### config.mk
export PLATFORM = sky130hd
export DESIGN_NAME = timer_loader_flat
export DESIGN_NICKNAME = d
export VERILOG_FILES = /design/src/rtl/timer_loader_pkg.sv /design/src/rtl/timer_loader_if.sv /design/src/rtl/timer_loader_bcd_entry_shifter.sv /design/src/rtl/timer_loader.sv /design/src/flat_wrapper.sv
export SDC_FILE = /design/constraint.sdc
export NUM_CORES = 1
export LEC_CHECK = 0
export CORE_MARGIN = 4
export CORE_UTILIZATION = 45
export CTS_BUF_LIST = sky130_fd_sc_hd__clkbuf_16
export CTS_CLUSTER_DIAMETER = 120
export CTS_CLUSTER_SIZE = 8
export DETAILED_ROUTE_END_ITERATION = 8
export PLACE_DENSITY = 0.79
export SETUP_SLACK_MARGIN = 0.05
export SYNTH_ARGS = -nofsm -noshare
export SYNTH_HDL_FRONTEND = slang
export SYNTH_SLANG_ARGS = --single-unit
export TNS_END_PERCENT = 20
### constraint.sdc
create_clock -name clk -period 2.7 [get_ports clk]
set_input_delay 0.54 -clock clk [delete_from_list [all_inputs] [get_ports clk]]
set_output_delay 0.54 -clock clk [all_outputs]
set_load 0.03 [all_outputs]
### src/rtl/timer_loader_pkg.sv
// Shared types and constants for the microwave timer front-end controller.
package timer_loader_pkg;

    typedef enum logic [2:0] {
        IDLE  = 3'd0,
        LOAD  = 3'd1,
        RUN   = 3'd2,
        PAUSE = 3'd3,
        ABORT = 3'd4,
        DONE  = 3'd5
    } state_e;

    localparam int BCD_W   = 4;
    localparam int ENTRY_W = 16;
    // Wide enough for the 4-digit MM:SS entry count (0..4).
    localparam int CNT_W   = 3;

    localparam logic [ENTRY_W-1:0] QUICK_TIME   = 16'h0030;
    localparam logic [BCD_W-1:0]   SEC_TENS_MAX = 4'd5;

endpackage

### src/rtl/timer_loader_if.sv
// Keypad/countdown-chain signal bundle for timer_loader, plus debug state and digit count.
interface timer_loader_if;
    import timer_loader_pkg::*;

    logic [BCD_W-1:0]   digit;
    logic               digit_valid;
    logic               start;
    logic               stop;
    logic               cancel;
    logic               zero;
    logic [ENTRY_W-1:0] load_data;
    logic               loadn;
    logic               en;
    logic [ENTRY_W-1:0] entry;
    logic               err;
    logic               beep;
    state_e             state;
    logic [CNT_W-1:0]   count;

    // Key inputs are single-cycle pulses sampled on the rising clock edge; no back-pressure.
    modport master (
        output digit, digit_valid, start, stop, cancel, zero,
        input  load_data, loadn, en, entry, err, beep, state, count
    );

    modport slave (
        input  digit, digit_valid, start, stop, cancel, zero,
        output load_data, loadn, en, entry, err, beep, state, count
    );

endinterface

### src/rtl/timer_loader_bcd_entry_shifter.sv
// Keypad entry register: accepts valid BCD digits, shifts them into MM:SS, counts them.
module bcd_entry_shifter
    import timer_loader_pkg::*;
#(
    parameter int MAX_DIGITS = 4
) (
    input  logic               clk,
    input  logic               clrn,
    input  logic [BCD_W-1:0]   digit,
    input  logic               digit_valid,
    input  logic               enable,
    input  logic               clear,
    output logic [ENTRY_W-1:0] entry,
    output logic [CNT_W-1:0]   count
);

    logic [ENTRY_W-1:0] entry_q, entry_d;
    logic [CNT_W-1:0]   count_q, count_d;
    logic               accept;

    always_comb begin
        accept  = enable && digit_valid && (digit <= BCD_W'(9)) &&
                  (count_q < CNT_W'(MAX_DIGITS));
        entry_d = entry_q;
        count_d = count_q;
        if (clear) begin
            entry_d = '0;
            count_d = '0;
        end else if (accept) begin
            entry_d = {entry_q[ENTRY_W-BCD_W-1:0], digit};
            count_d = count_q + CNT_W'(1);
        end
    end

    always_ff @(posedge clk or negedge clrn) begin
        if (!clrn) begin
            entry_q <= '0;
            count_q <= '0;
        end else begin
            entry_q <= entry_d;
            count_q <= count_d;
        end
    end

    assign entry = entry_q;
    assign count = count_q;

endmodule

### src/rtl/timer_loader.sv
// Microwave timer front-end: keypad entry, validation, load/enable of the countdown chain.
// Optional build macro TIMER_LOADER_QUICKSTART_EN: start on an empty entry loads 00:30.
module timer_loader
    import timer_loader_pkg::*;
#(
    parameter int MAX_DIGITS  = 4,
    parameter int BEEP_CYCLES = 3
) (
    input logic           clk,
    input logic           clrn,
    timer_loader_if.slave bus
);

    localparam int BEEP_W = (BEEP_CYCLES > 1) ? $clog2(BEEP_CYCLES) : 1;

    state_e             state_q, state_d;
    logic [BEEP_W-1:0]  beep_cnt_q, beep_cnt_d;
    logic [ENTRY_W-1:0] load_data_q, load_data_d;
    logic               loadn_q, loadn_d;
    logic               en_q, en_d;
    logic               err_q, err_d;
    logic               beep_q, beep_d;
    logic               clear;
    logic [ENTRY_W-1:0] entry;
    logic [CNT_W-1:0]   count;

    bcd_entry_shifter #(.MAX_DIGITS(MAX_DIGITS)) u_entry (
        .clk         (clk),
        .clrn        (clrn),
        .digit       (bus.digit),
        .digit_valid (bus.digit_valid),
        .enable      (state_q == IDLE),
        .clear       (clear),
        .entry       (entry),
        .count       (count)
    );

    always_comb begin
        state_d     = state_q;
        beep_cnt_d  = beep_cnt_q;
        load_data_d = load_data_q;
        err_d       = 1'b0;
        clear       = 1'b0;
        case (state_q)
            IDLE: begin
                if (bus.cancel) begin
                    clear = 1'b1;
                end else if (bus.start) begin
                    if (entry == '0) begin
`ifdef TIMER_LOADER_QUICKSTART_EN
                        state_d     = LOAD;
                        load_data_d = QUICK_TIME;
`endif
                    end else if (entry[7:4] > SEC_TENS_MAX) begin
                        err_d = 1'b1;
                    end else begin
                        state_d     = LOAD;
                        load_data_d = entry;
                    end
                end
            end
            LOAD: begin
                clear   = 1'b1;
                state_d = RUN;
            end
            RUN: begin
                if (bus.cancel) begin
                    state_d = ABORT;
                end else if (bus.zero) begin
                    state_d    = DONE;
                    beep_cnt_d = BEEP_W'(BEEP_CYCLES - 1);
                end else if (bus.stop) begin
                    state_d = PAUSE;
                end
            end
            PAUSE: begin
                if (bus.stop || bus.cancel) begin
                    state_d = ABORT;
                end else if (bus.start) begin
                    state_d = RUN;
                end
            end
            ABORT: begin
                clear   = 1'b1;
                state_d = IDLE;
            end
            DONE: begin
                if (bus.cancel || (beep_cnt_q == '0)) begin
                    state_d = IDLE;
                end else begin
                    beep_cnt_d = beep_cnt_q - BEEP_W'(1);
                end
            end
            default: state_d = IDLE;
        endcase

        // Outputs are registered from the next state so they line up with the state they describe.
        loadn_d = !((state_d == LOAD) || (state_d == ABORT));
        en_d    = (state_d == RUN);
        beep_d  = (state_d == DONE);
        if (state_d == ABORT) begin
            load_data_d = '0;
        end
    end

    always_ff @(posedge clk or negedge clrn) begin
        if (!clrn) begin
            state_q     <= IDLE;
            beep_cnt_q  <= '0;
            load_data_q <= '0;
            loadn_q     <= 1'b1;
            en_q        <= 1'b0;
            err_q       <= 1'b0;
            beep_q      <= 1'b0;
        end else begin
            state_q     <= state_d;
            beep_cnt_q  <= beep_cnt_d;
            load_data_q <= load_data_d;
            loadn_q     <= loadn_d;
            en_q        <= en_d;
            err_q       <= err_d;
            beep_q      <= beep_d;
        end
    end

    assign bus.load_data = load_data_q;
    assign bus.loadn     = loadn_q;
    assign bus.en        = en_q;
    assign bus.err       = err_q;
    assign bus.beep      = beep_q;
    assign bus.entry     = entry;
    assign bus.state     = state_q;
    assign bus.count     = count;

endmodule
### src/flat_wrapper.sv
// flat-port wrapper written by rule: the top's interface ports become plain ports
module timer_loader_flat import timer_loader_pkg::*;
#(
    parameter int MAX_DIGITS  = 4,
    parameter int BEEP_CYCLES = 3
)
  (clk, clrn, bus_digit, bus_digit_valid, bus_start, bus_stop, bus_cancel, bus_zero, bus_load_data, bus_loadn, bus_en, bus_entry, bus_err, bus_beep, bus_state, bus_count);
  timer_loader_if bus_i ();
  input logic clk;
  input logic clrn;
  input wire logic [$bits(bus_i.digit)-1:0] bus_digit;
  input wire logic [$bits(bus_i.digit_valid)-1:0] bus_digit_valid;
  input wire logic [$bits(bus_i.start)-1:0] bus_start;
  input wire logic [$bits(bus_i.stop)-1:0] bus_stop;
  input wire logic [$bits(bus_i.cancel)-1:0] bus_cancel;
  input wire logic [$bits(bus_i.zero)-1:0] bus_zero;
  output wire logic [$bits(bus_i.load_data)-1:0] bus_load_data;
  output wire logic [$bits(bus_i.loadn)-1:0] bus_loadn;
  output wire logic [$bits(bus_i.en)-1:0] bus_en;
  output wire logic [$bits(bus_i.entry)-1:0] bus_entry;
  output wire logic [$bits(bus_i.err)-1:0] bus_err;
  output wire logic [$bits(bus_i.beep)-1:0] bus_beep;
  output wire logic [$bits(bus_i.state)-1:0] bus_state;
  output wire logic [$bits(bus_i.count)-1:0] bus_count;
  assign bus_i.digit = bus_digit;
  assign bus_i.digit_valid = bus_digit_valid;
  assign bus_i.start = bus_start;
  assign bus_i.stop = bus_stop;
  assign bus_i.cancel = bus_cancel;
  assign bus_i.zero = bus_zero;
  assign bus_load_data = bus_i.load_data;
  assign bus_loadn = bus_i.loadn;
  assign bus_en = bus_i.en;
  assign bus_entry = bus_i.entry;
  assign bus_err = bus_i.err;
  assign bus_beep = bus_i.beep;
  assign bus_state = bus_i.state;
  assign bus_count = bus_i.count;
  timer_loader #(.MAX_DIGITS(MAX_DIGITS), .BEEP_CYCLES(BEEP_CYCLES)) u_core (.clk(clk), .clrn(clrn), .bus(bus_i));
endmodule
==> results of run 1 <==
## layout by cell type, fill, tap and decap left out, drive strengths merged
cell	n
nand3	1
and3	3
a2bb2oi	1
nand4b	1
nor4	4
clkinv	2
nor2	24
buf	6
inv	4
o21ai	19
nand4	1
dfstp	1
or2	3
dfrtp	43
a211oi	1
xor2	1
mux2i	17
nand2b	1
nor3	2
o31ai	2
o21a	1
nand2	30
and2	1
ha	2
clkdlybuf4s50	51
o31a	1
clkbuf	5
a32oi	1
nor2b	3
a21oi	4
## power breakdown
part	switching (mW)	internal, mW	leakage (nW)
clock network	0.225	0.331	0.0648
registers	0.120	0.777	0.603
logic	0.529	0.361	0.543
## area by class of cell
class / count / area [µm²] / area share (%)
sequential: 44 / 1100 / 42.8
multi-input combinational: 124 / 711 / 27.6
timing repair buffer: 57 / 553 / 21.5
clock buffer: 5 / 125 / 4.86
tap: 50 / 62.6 / 2.43
inverter: 4 / 15.0 / 0.583
clock inverter: 2 / 7.51 / 0.291
## worst min-delay path by stage
stage | end | startpoint | cells after the start | slack, ns
after floorplan | u_core.beep_cnt_q[0] | clrn | 0 | 0.24
after global placement | u_core.beep_cnt_q[0] | u_core.beep_cnt_q[0] | 1 | 0.46
after detailed placement | u_core.beep_cnt_q[0] | u_core.beep_cnt_q[0] | 1 | 0.47
after CTS | u_core.u_entry.count[0] | clrn | 1 | 0.44
after global routing | u_core.bus.load_data[11] | clrn | 1 | 0.48
final | u_core.bus.load_data[11] | clrn | 1 | 0.41
## sequential cells by signal, summed over array words and instances, names as in the netlist
signal / count
u_core.beep_cnt_q: 2
u_core.bus.beep: 1
u_core.bus.en: 1
u_core.bus.err: 1
u_core.bus.load_data: 16
u_core.bus.loadn: 1
u_core.bus.state: 3
u_core.u_entry.count: 3
u_core.u_entry.entry: 16
## routing by layer
| layer | up-vias | wire length (µm) | GRT usage, % |
|---|---|---|---|
| met4 | 0 | 44 | 6.15 |
| li1 | 723 | - | - |
| met1 | 731 | 2040 | 25.1 |
| met2 | 41 | 2010 | 26.8 |
| met5 | - | 0 | 0 |
| met3 | 5 | 204 | 3.99 |
## per-stage QoR
step	cells	worst slack (ns)	util [%]
after global placement	279	0.460	60.7
after global routing	286	0.525	63.9
after CTS	286	0.584	63.9
after detailed placement	279	0.400	60.7
after floorplan	182	0.979	-
final	286	0.597	63.9
## kinds of logic (layout without fill, tap and decap cells)
| kind of cell | after synthesis | count (layout) | synth area share (%) |
|---|---|---|---|
| AO/OA/AOI/OAI | 30 | 30 | 9.57 |
| XOR/XNOR | 1 | 1 | 0.466 |
| adder cells (fa/ha/maj) | 2 | 2 | 1.33 |
| buffers and inverters | 14 | 68 | 3.66 |
| flip-flops | 44 | 44 | 58.6 |
| multiplexers | 17 | 17 | 9.04 |
| AND/OR/NAND/NOR | 74 | 74 | 17.4 |
==> results.md, run 1 <==
* Crit start category: flop
* Cell count after synthesis at 182
* CP Capture Type: output port
* Placed inst area at 2440 µm²
* WL final at 4300 µm
* Pleak at 1.21 nW
* WHS at 0.411 ns
* Vias in the first global route at 1,459
* Max incr delay on CP at 0.74 ns
* Critical path buffer and inverter count at 1
* Status: completed
* Number of synthesized flops with an enable pin at 0
* FMAX at 475 MHz
* Initial core utilization at 46.7%
* Vias/cell at 5.24
* Share of layout cells above drive strength 1 at 5.93%
* Maxcap violations at 0
* Setup bufs post-CTS at 0
* Tot Pwr at 2.34 mW
* Slew @ Worst Pin at 0.946 ns
* Reg2reg end: u_core.bus.load_data[1]
* Library cells used by synthesis at 33
* Slew Limit Fails at 0
* Yosys reg bits at 44
* Final Setup Violations at 0
* Worst min path class: input pin to async pin
* Slowest cell on crit path: clkdlybuf4s50_1
* Slew margin rel. at 36.9%
* Count leader, synth: dfrtp_1
* Crit path to: bus_state[0]
* Die height at 72.7 µm
* Mean Syn Cell Area at 10.3 µm²
* Router iterations before antenna repair at 4
* Yosys warning count at 0
* DP HPWL at 2930 µm
* CTS H-tree depth at 2
* Nets at 249
* Synth area leaders: dfrtp_1 (57%), mux2i_1 (9.0%), nand2_1 (6.0%)
* Post-synth top cells: dfrtp_1 (43), nand2_1 (30), nor2_1 (24)
* Clock latency at the later pin of the worst-skew pair at 0.28 ns
* CTS resizes at 0
* Longest Clk Path Bufs at 2
* Fin crit share at 77.9%
* Core area at 4030 µm²
* Area growth, synth to finish at 36.9%
* Diodes inserted at 0
* Commonest register cell after synthesis: dfrtp_1
* Crit path required time at 2.16 ns
* Final hold violation count at 0
* Row count at 23
* Final Critical Period at 2.10 ns
* Clock transition at the registers of the reported paths at 0.06 ns
* Unrepaired setup endpoints after global routing: false
* Starting DRC count in detailed routing at 72
* CTS Hold Buffers Added at 0
* Antenna violations before repair at 0
* Setup CP Type: flop to output port
* Port bufs at 52
* Mapped Area at 1880 µm²
* CTS root buffer: clkbuf_16
* Peak fanout along the critical path at 12
* Vias at 1,500
* Area leader, netlist: dfrtp_1
* Drc violations at 0
* Drt wl/cell at 15.0 µm
* Synth async-reset ratio at 100%
* Worst path cell trace: clkdlybuf4s50_1
* Seq/Total Area, Yosys at 58.6%
* CP Data Arrival Time at 1.56 ns
* Pwr Density at 910 nW/µm²
* Fillers at 333
* Worst path top cell family by delay: buffers and inverters
* Final non-filler cell area at 2580 µm²
* Syn_nets at 195
* CTS Buf Count at 5
* Setup TNS at 0 ns
* Clk sinks at 44
* Final ANT Viol Nets at 0
* Die Area at 5280 µm²
* Peak VDD IR at 0.000808 V
* Die Width at 72.7 µm
* Pin count of the biggest net entering global routing at 45
* Gpl congestion at 0.877
* Worst Clk Skew at 0.00469 ns
* CP startpoint: u_core.bus.state[0]
* Crit Reg-Reg Startpoint: u_core.bus.state[0]
* Post-synth top area share at 57.2%
* Global-route congestion overflow total at 0
* First-pass GRT wire length at 7190 µm
* # IOs at 53
* Reg2reg setup slack at 0.88 ns
* Critical path depth at 1
* Gr usage total at 17.7%
* Reg2reg path depth at 5
* CTS tree: yes
No activity file was read; power rests on OpenSTA's default activity.
==> run 2: changes to the inputs <==
- CORE_UTILIZATION: 45 -> 42
- PLACE_DENSITY: 0.79 -> 0.77
- clock period: 2.7 -> 1.85 ns (I/O delays scaled with it)
==> run 2 against run 1 <==
  * Combinational power grew 66%
  * First-iteration DRC count shrank 4.2%
  * Wire length grew 4.5%
  * Worst setup slack lost 0.56 ns
  * Final cell count grew 7.7%
  * Flip-flop and latch count is the same
  * Non-clock buffer count grew 19
  * Critical path depth grew 1
  * Global-route usage shrank 0.32 points
  * Utilization shrank 0.47 points
  * Clock skew grew 0.00067 ns
  * Critical path type unchanged
  * Largest cell class unchanged
==> results.md, run 2 (same netlist as run 1, synthesis figures left out) <==
* Status: completed (unchanged)
* Final setup margin at 0.0403 ns (was 0.597 ns)
* Vias in the first global route at 1,624 (was 1,459)
* Drc violations at 0 (unchanged)
* Crit Reg-Reg Startpoint: u_core.u_entry.entry[13] (was u_core.bus.state[0])
* Reg area at 1100 µm² (unchanged)
* Commonest non-fill, non-tap cell in the layout: clkdlybuf4s50_1 (unchanged)
* Final Critical Period at 1.81 ns
* Worst min path class: input pin to async pin (unchanged)
* Crit path required time at 1.48 ns (was 2.16 ns)
* Die Width at 74.9 µm (was 72.7 µm)
* Starting DRC count in detailed routing at 69 (was 72)
* CP Data Arrival Time at 1.44 ns (was 1.56 ns)
* First-pass GRT wire length at 7410 µm (was 7190 µm)
* CTS Hold Buffers Added at 0 (unchanged)
* Router iterations before antenna repair at 4 (unchanged)
* DP HPWL at 3330 µm (was 2930 µm)
* Reg2reg end: u_core.beep_cnt_q[1] (was u_core.bus.load_data[1])
* Reg2reg setup slack at 0.16 ns (was 0.88 ns)
* CTS tree: yes (unchanged)
* Slew @ Worst Pin at 0.522 ns (was 0.946 ns)
* Core area at 4350 µm² (was 4030 µm²)
* Peak fanout along the critical path at 5 (was 12)
* Peak VDD IR at 0.000848 V (was 0.000808 V)
* Pleak at 1.42 nW (was 1.21 nW)
* Gr usage total at 17.4% (was 17.7%)
* Pin count of the biggest net entering global routing at 25 (was 45)
* Clock latency at the later pin of the worst-skew pair at 0.28 ns (about the same)
* # IOs at 53 (unchanged)
* Antenna violations before repair at 0 (unchanged)
* Share of layout cells above drive strength 1 at 12.9% (was 5.93%)
* Final ANT Viol Nets at 0 (unchanged)
* Slew Limit Fails at 0 (unchanged)
* Longest Clk Path Bufs at 2 (unchanged)
* CTS H-tree depth at 2 (unchanged)
* WL final at 4490 µm (was 4300 µm)
* Placed inst area at 2610 µm² (was 2440 µm²)
* CTS Buf Count at 5 (unchanged)
* Initial core utilization at 43.2% (was 46.7%)
* Gpl congestion at 0.871 (was 0.877)
* Port bufs at 52 (unchanged)
* Area of the multi-input gates at 711 µm² (unchanged)
* CP Capture Type: output port (unchanged)
* Diodes inserted at 0 (unchanged)
* Most frequent cells in the layout: clkdlybuf4s50_1 (44), dfrtp_1 (43), nand2_1 (30) (was clkdlybuf4s50_1 (51), dfrtp_1 (43), nand2_1 (30))
* FMAX at 553 MHz
* Fillers at 338 (was 333)
* Maxcap violations at 0 (unchanged)
* Final non-filler cell area at 2760 µm² (was 2580 µm²)
* Global-route congestion overflow total at 0 (unchanged)
* Setup CP Type: flop to output port (unchanged)
* Vias at 1,558 (was 1,500)
* Clk sinks at 44 (unchanged)
* Slew margin rel. at 65.2% (was 36.9%)
* Die height at 74.9 µm (was 72.7 µm)
* CTS root buffer: clkbuf_16 (unchanged)
* Final hold violation count at 0 (unchanged)
* Drt wl/cell at 14.6 µm (was 15.0 µm)
* Pwr Density at 1290 nW/µm² (was 910 nW/µm²)
* Worst Clk Skew at 0.00537 ns (was 0.00469 ns)
* Crit start category: flop (unchanged)
* Pre-CTS setup slack at -0.223 ns (was 0.400 ns)
* Die Area at 5620 µm² (was 5280 µm²)
* Unrepaired setup endpoints after global routing: true (was false)
* Tot Pwr at 3.56 mW (was 2.34 mW)
* Fin crit share at 97.8%
* Vias/cell at 5.06 (was 5.24)
* Area growth, synth to finish at 46.9% (was 36.9%)
* Row count at 24 (was 23)
* Clock transition at the registers of the reported paths at 0.06 ns (about the same)
* Final Setup Violations at 0 (unchanged)
* Post-layout util at 63.5% (was 63.9%)
* Nets at 268 (was 249)
* Reg2reg path depth at 5 (unchanged)
[run 2: changes by cell type in the layout (fill, tap and decap cells not counted), sizes merged]
| cell | before | now |
|---|---|---|
| dlygate4sd2 | 0 | 1 |
| clkdlybuf4s50 | 51 | 44 |
| buf | 6 | 25 |
| dlymetal6s2s | 0 | 6 |
| clkinv | 2 | 1 |
| inv | 4 | 6 |
[run 2: worst max path at each step]
| stage | start | end | slack (ns) | depth (start not counted) |
|---|---|---|---|---|
| final | u_core.u_entry.entry[5] | bus_entry[5] | 0.04 | 2 |
| after global routing | u_core.u_entry.entry[2] | bus_entry[2] | 0.004 | 2 |
| after CTS | u_core.bus.state[1] | bus_state[1] | 0.01 | 1 |
| after detailed placement | bus_digit[2] | u_core.u_entry.entry[11] | -0.22 | 7 |
| after global placement | bus_digit[1] | u_core.u_entry.entry[12] | -0.15 | 7 |
| after floorplan | u_core.u_entry.entry[3] | u_core.beep_cnt_q[1] | 0.13 | 6 |
[run 2: through the flow]
stage | hold WS (ns) | setup TNS, ns | instances
finish | 0.0618 | 0 | 308
global route | 0.103 | 0 | 308
CTS | 0.0806 | 0 | 308
detailed placement | 0.380 | -4.53 | 300
global placement | 0.373 | -2.65 | 300
floorplan | 0.0744 | 0 | 182
[run 2: routing by layer]
| metal | GRT usage [%] | part of all wire (%) |
|---|---|---|
| met1 | 21.6 | 44 |
| met2 | 30.1 | 51 |
| met3 | 4.94 | 4.3 |
| met4 | 3.75 | 0.96 |
| met5 | 0 | 0 |
[run 2: what timing repair did]
item                                   4_1_cts  5_1_grt
buffers inserted                             0        0
setup endpoints to repair                    9       30
endpoints found under the hold margin        0        0
gates resized for setup                      1        6
[run 2: layout make-up]
cell class                 count  share of cell area [%]
clock buffer                   5                    4.53
multi-input combinational    124                    25.7
clock inverter                 3                   0.407
inverter                       4                   0.543
timing repair buffer          76                    26.6
tap                           52                    2.35
sequential                    44                    39.9
[run 2: where the power goes]
part           leakage, nW  switching, mW  internal (mW)
clock               0.0738          0.320          0.485
sequential           0.603          0.133           1.13
combinational        0.747          0.850          0.633
total                 1.42           1.30           2.25
[run 2: critical path, cell delays in order, from the launching register on]
cell and delay, ns:
dfrtp_1 0.35, buf_4 0.14, clkdlybuf4s50_1 0.67
==> run 3: changes to the inputs <==
- CELL_PAD_IN_SITES_DETAIL_PLACEMENT: unset -> 1
- CELL_PAD_IN_SITES_GLOBAL_PLACEMENT: unset -> 1
- CORE_UTILIZATION: 42 -> 38
- PLACE_DENSITY: 0.77 -> 0.86
- clock period: 1.85 -> 2.3 ns (I/O delays scaled with it)
==> run 3 against run 2 <==
  * Clock power is essentially flat
  * Global-route usage grew 1.3 points
  * First-iteration DRC count grew 10%
  * Sequential power shrank 17%
  * Clock-buffer cell count is the same
  * Non-clock buffer count shrank 17
  * Utilization shrank 7.3 points
  * Worst hold slack gained 0.084 ns
  * Largest cell class unchanged
==> results.md, run 3 (same netlist as run 1, synthesis figures left out) <==
* CTS root buffer: clkbuf_16 (unchanged)
* Worst Clk Skew at 0.00858 ns (was 0.00537 ns)
* Global-route congestion overflow total at 0 (unchanged)
* Pwr Density at 1110 nW/µm² (was 1290 nW/µm²)
* Worst path cell trace: clkdlybuf4s50_1 (was buf_4, clkdlybuf4s50_1)
* Pleak at 1.25 nW (was 1.42 nW)
* CTS tree: yes (unchanged)
* Crit path required time at 1.84 ns (was 1.48 ns)
* Final hold violation count at 0 (unchanged)
* Longest Clk Path Bufs at 2 (unchanged)
* Die Width at 78.4 µm (was 74.9 µm)
* Clk sinks at 44 (unchanged)
* Row count at 25 (was 24)
* Setup bufs post-CTS at 0 (unchanged)
* # IOs at 53 (unchanged)
* Final Setup Violations at 0 (unchanged)
* Vias/cell at 5.02 (was 5.06)
* Share of layout cells above drive strength 1 at 7.95% (was 12.9%)
* Fin crit share at 89.7%
* Final Critical Period at 2.06 ns
* Initial core utilization at 39.6% (was 43.2%)
* Finished Layout Cells at 306 (was 308)
* Peak VDD IR at 0.000598 V (was 0.000848 V)
* CP Data Arrival Time at 1.60 ns (was 1.44 ns)
* Worst path top cell family by delay: buffers and inverters (unchanged)
* Critical path buffer and inverter count at 1 (was 2)
* Area growth, synth to finish at 42.0% (was 46.9%)
* Final non-filler cell area at 2670 µm² (was 2760 µm²)
* CP Capture Type: output port (unchanged)
* Slew @ Worst Pin at 0.527 ns (was 0.522 ns)
* Slew margin rel. at 64.9% (was 65.2%)
* Core area at 4750 µm² (was 4350 µm²)
* Max incr delay on CP at 0.75 ns (was 0.67 ns)
* FMAX at 485 MHz
* Vias at 1,535 (was 1,558)
* Setup CP Type: flop to output port (unchanged)
* First-pass GRT wire length at 8850 µm (was 7410 µm)
* Worst min path class: input pin to async pin (unchanged)
* Nets at 251 (was 268)
* Final setup margin at 0.237 ns (was 0.0403 ns)
* Slowest cell on crit path: clkdlybuf4s50_1 (unchanged)
* Gpl congestion at 0.804 (was 0.871)
* Antenna violations before repair at 0 (unchanged)
* CTS resizes at 0 (was 1)
* Placed inst area at 2500 µm² (was 2610 µm²)
* Die height at 78.4 µm (was 74.9 µm)
* Final ANT Viol Nets at 0 (unchanged)
* CTS H-tree depth at 2 (unchanged)
* Slew Limit Fails at 0 (unchanged)
* Pre-CTS setup slack at 0.137 ns (was -0.223 ns)
* Setup TNS at 0 ns (unchanged)
* Port bufs at 52 (unchanged)
* Starting DRC count in detailed routing at 76 (was 69)
* DP HPWL at 3700 µm (was 3330 µm)
* Router iterations before antenna repair at 4 (unchanged)
* Commonest non-fill, non-tap cell in the layout: clkdlybuf4s50_1 (unchanged)
* Maxcap violations at 0 (unchanged)
* Most frequent cells in the layout: clkdlybuf4s50_1 (51), dfrtp_1 (43), nand2_1 (30) (was clkdlybuf4s50_1 (44), dfrtp_1 (43), nand2_1 (30))
* Fillers at 546 (was 338)
* Crit start category: flop (unchanged)
* Placed cell count at 298 (was 300)
* Clock transition at the registers of the reported paths at 0.06 ns (about the same)
* CTS Hold Buffers Added at 0 (unchanged)
* Vias in the first global route at 1,711 (was 1,624)
* Pin count of the biggest net entering global routing at 24 (was 25)
* Gr usage total at 18.6% (was 17.4%)
* Peak fanout along the critical path at 12 (was 5)
* Clock latency at the later pin of the worst-skew pair at 0.29 ns (was 0.28 ns)
* Drt wl/cell at 16.6 µm (was 14.6 µm)
* Drc violations at 0 (unchanged)
* Unrepaired setup endpoints after global routing: false (was true)
* CTS Buf Count at 5 (unchanged)
* Status: completed (unchanged)
* WL final at 5090 µm (was 4490 µm)
* Die Area at 6140 µm² (was 5620 µm²)
* Diodes inserted at 0 (unchanged)
run 3: area by class of cell:
cell class	count	area, µm²	area share (%)
multi-input combinational	124	711	26.6
timing repair buffer	59	593	22.2
sequential	44	1100	41.2
clock inverter	3	42.5	1.59
tap	67	83.8	3.14
clock buffer	5	125	4.68
inverter	4	15.0	0.562
run 3: path summary, 6_finish.rpt:
kind	startpoint	slack, ns	cells after the start	end
setup / recovery	u_core.bus.state[0]	0.24	1	bus_state[0]
setup reg to reg	u_core.u_entry.entry[11]	0.46	5	u_core.beep_cnt_q[1]
hold / removal	clrn	0.15	1	u_core.u_entry.entry[11]
hold reg to reg	u_core.bus.load_data[7]	0.49	1	u_core.bus.load_data[7]
max in group asynchronous	clrn	1.57	2	u_core.bus.loadn
min in group clk	u_core.bus.load_data[7]	0.49	1	u_core.bus.load_data[7]
run 3: power breakdown:
part / switching [mW] / internal, mW / total, mW
clock network: 0.296 / 0.510 / 0.805
logic: 0.651 / 0.447 / 1.10
registers: 0.146 / 0.912 / 1.06
total: 1.09 / 1.87 / 2.96
run 3: per-stage QoR:
step,util (%),hold WS [ns],power (mW)
final,56.2,0.146,2.96
after global routing,56.2,0.186,3.12
after CTS,56.2,0.165,2.99
after detailed placement,52.7,0.469,2.17
after global placement,52.7,0.463,2.13
after floorplan,-,0.164,1.71
run 3: routing by layer:
metal / part of all wire [%] / routed length [µm] / up-vias / global-route usage (%)
li1: - / - / 729 / -
met1: 45 / 2300 / 762 / 23.6
met2: 49 / 2510 / 37 / 31.6
met3: 4.5 / 228 / 7 / 5.16
met4: 1.0 / 51 / 0 / 4.72
met5: 0 / 0 / - / 0
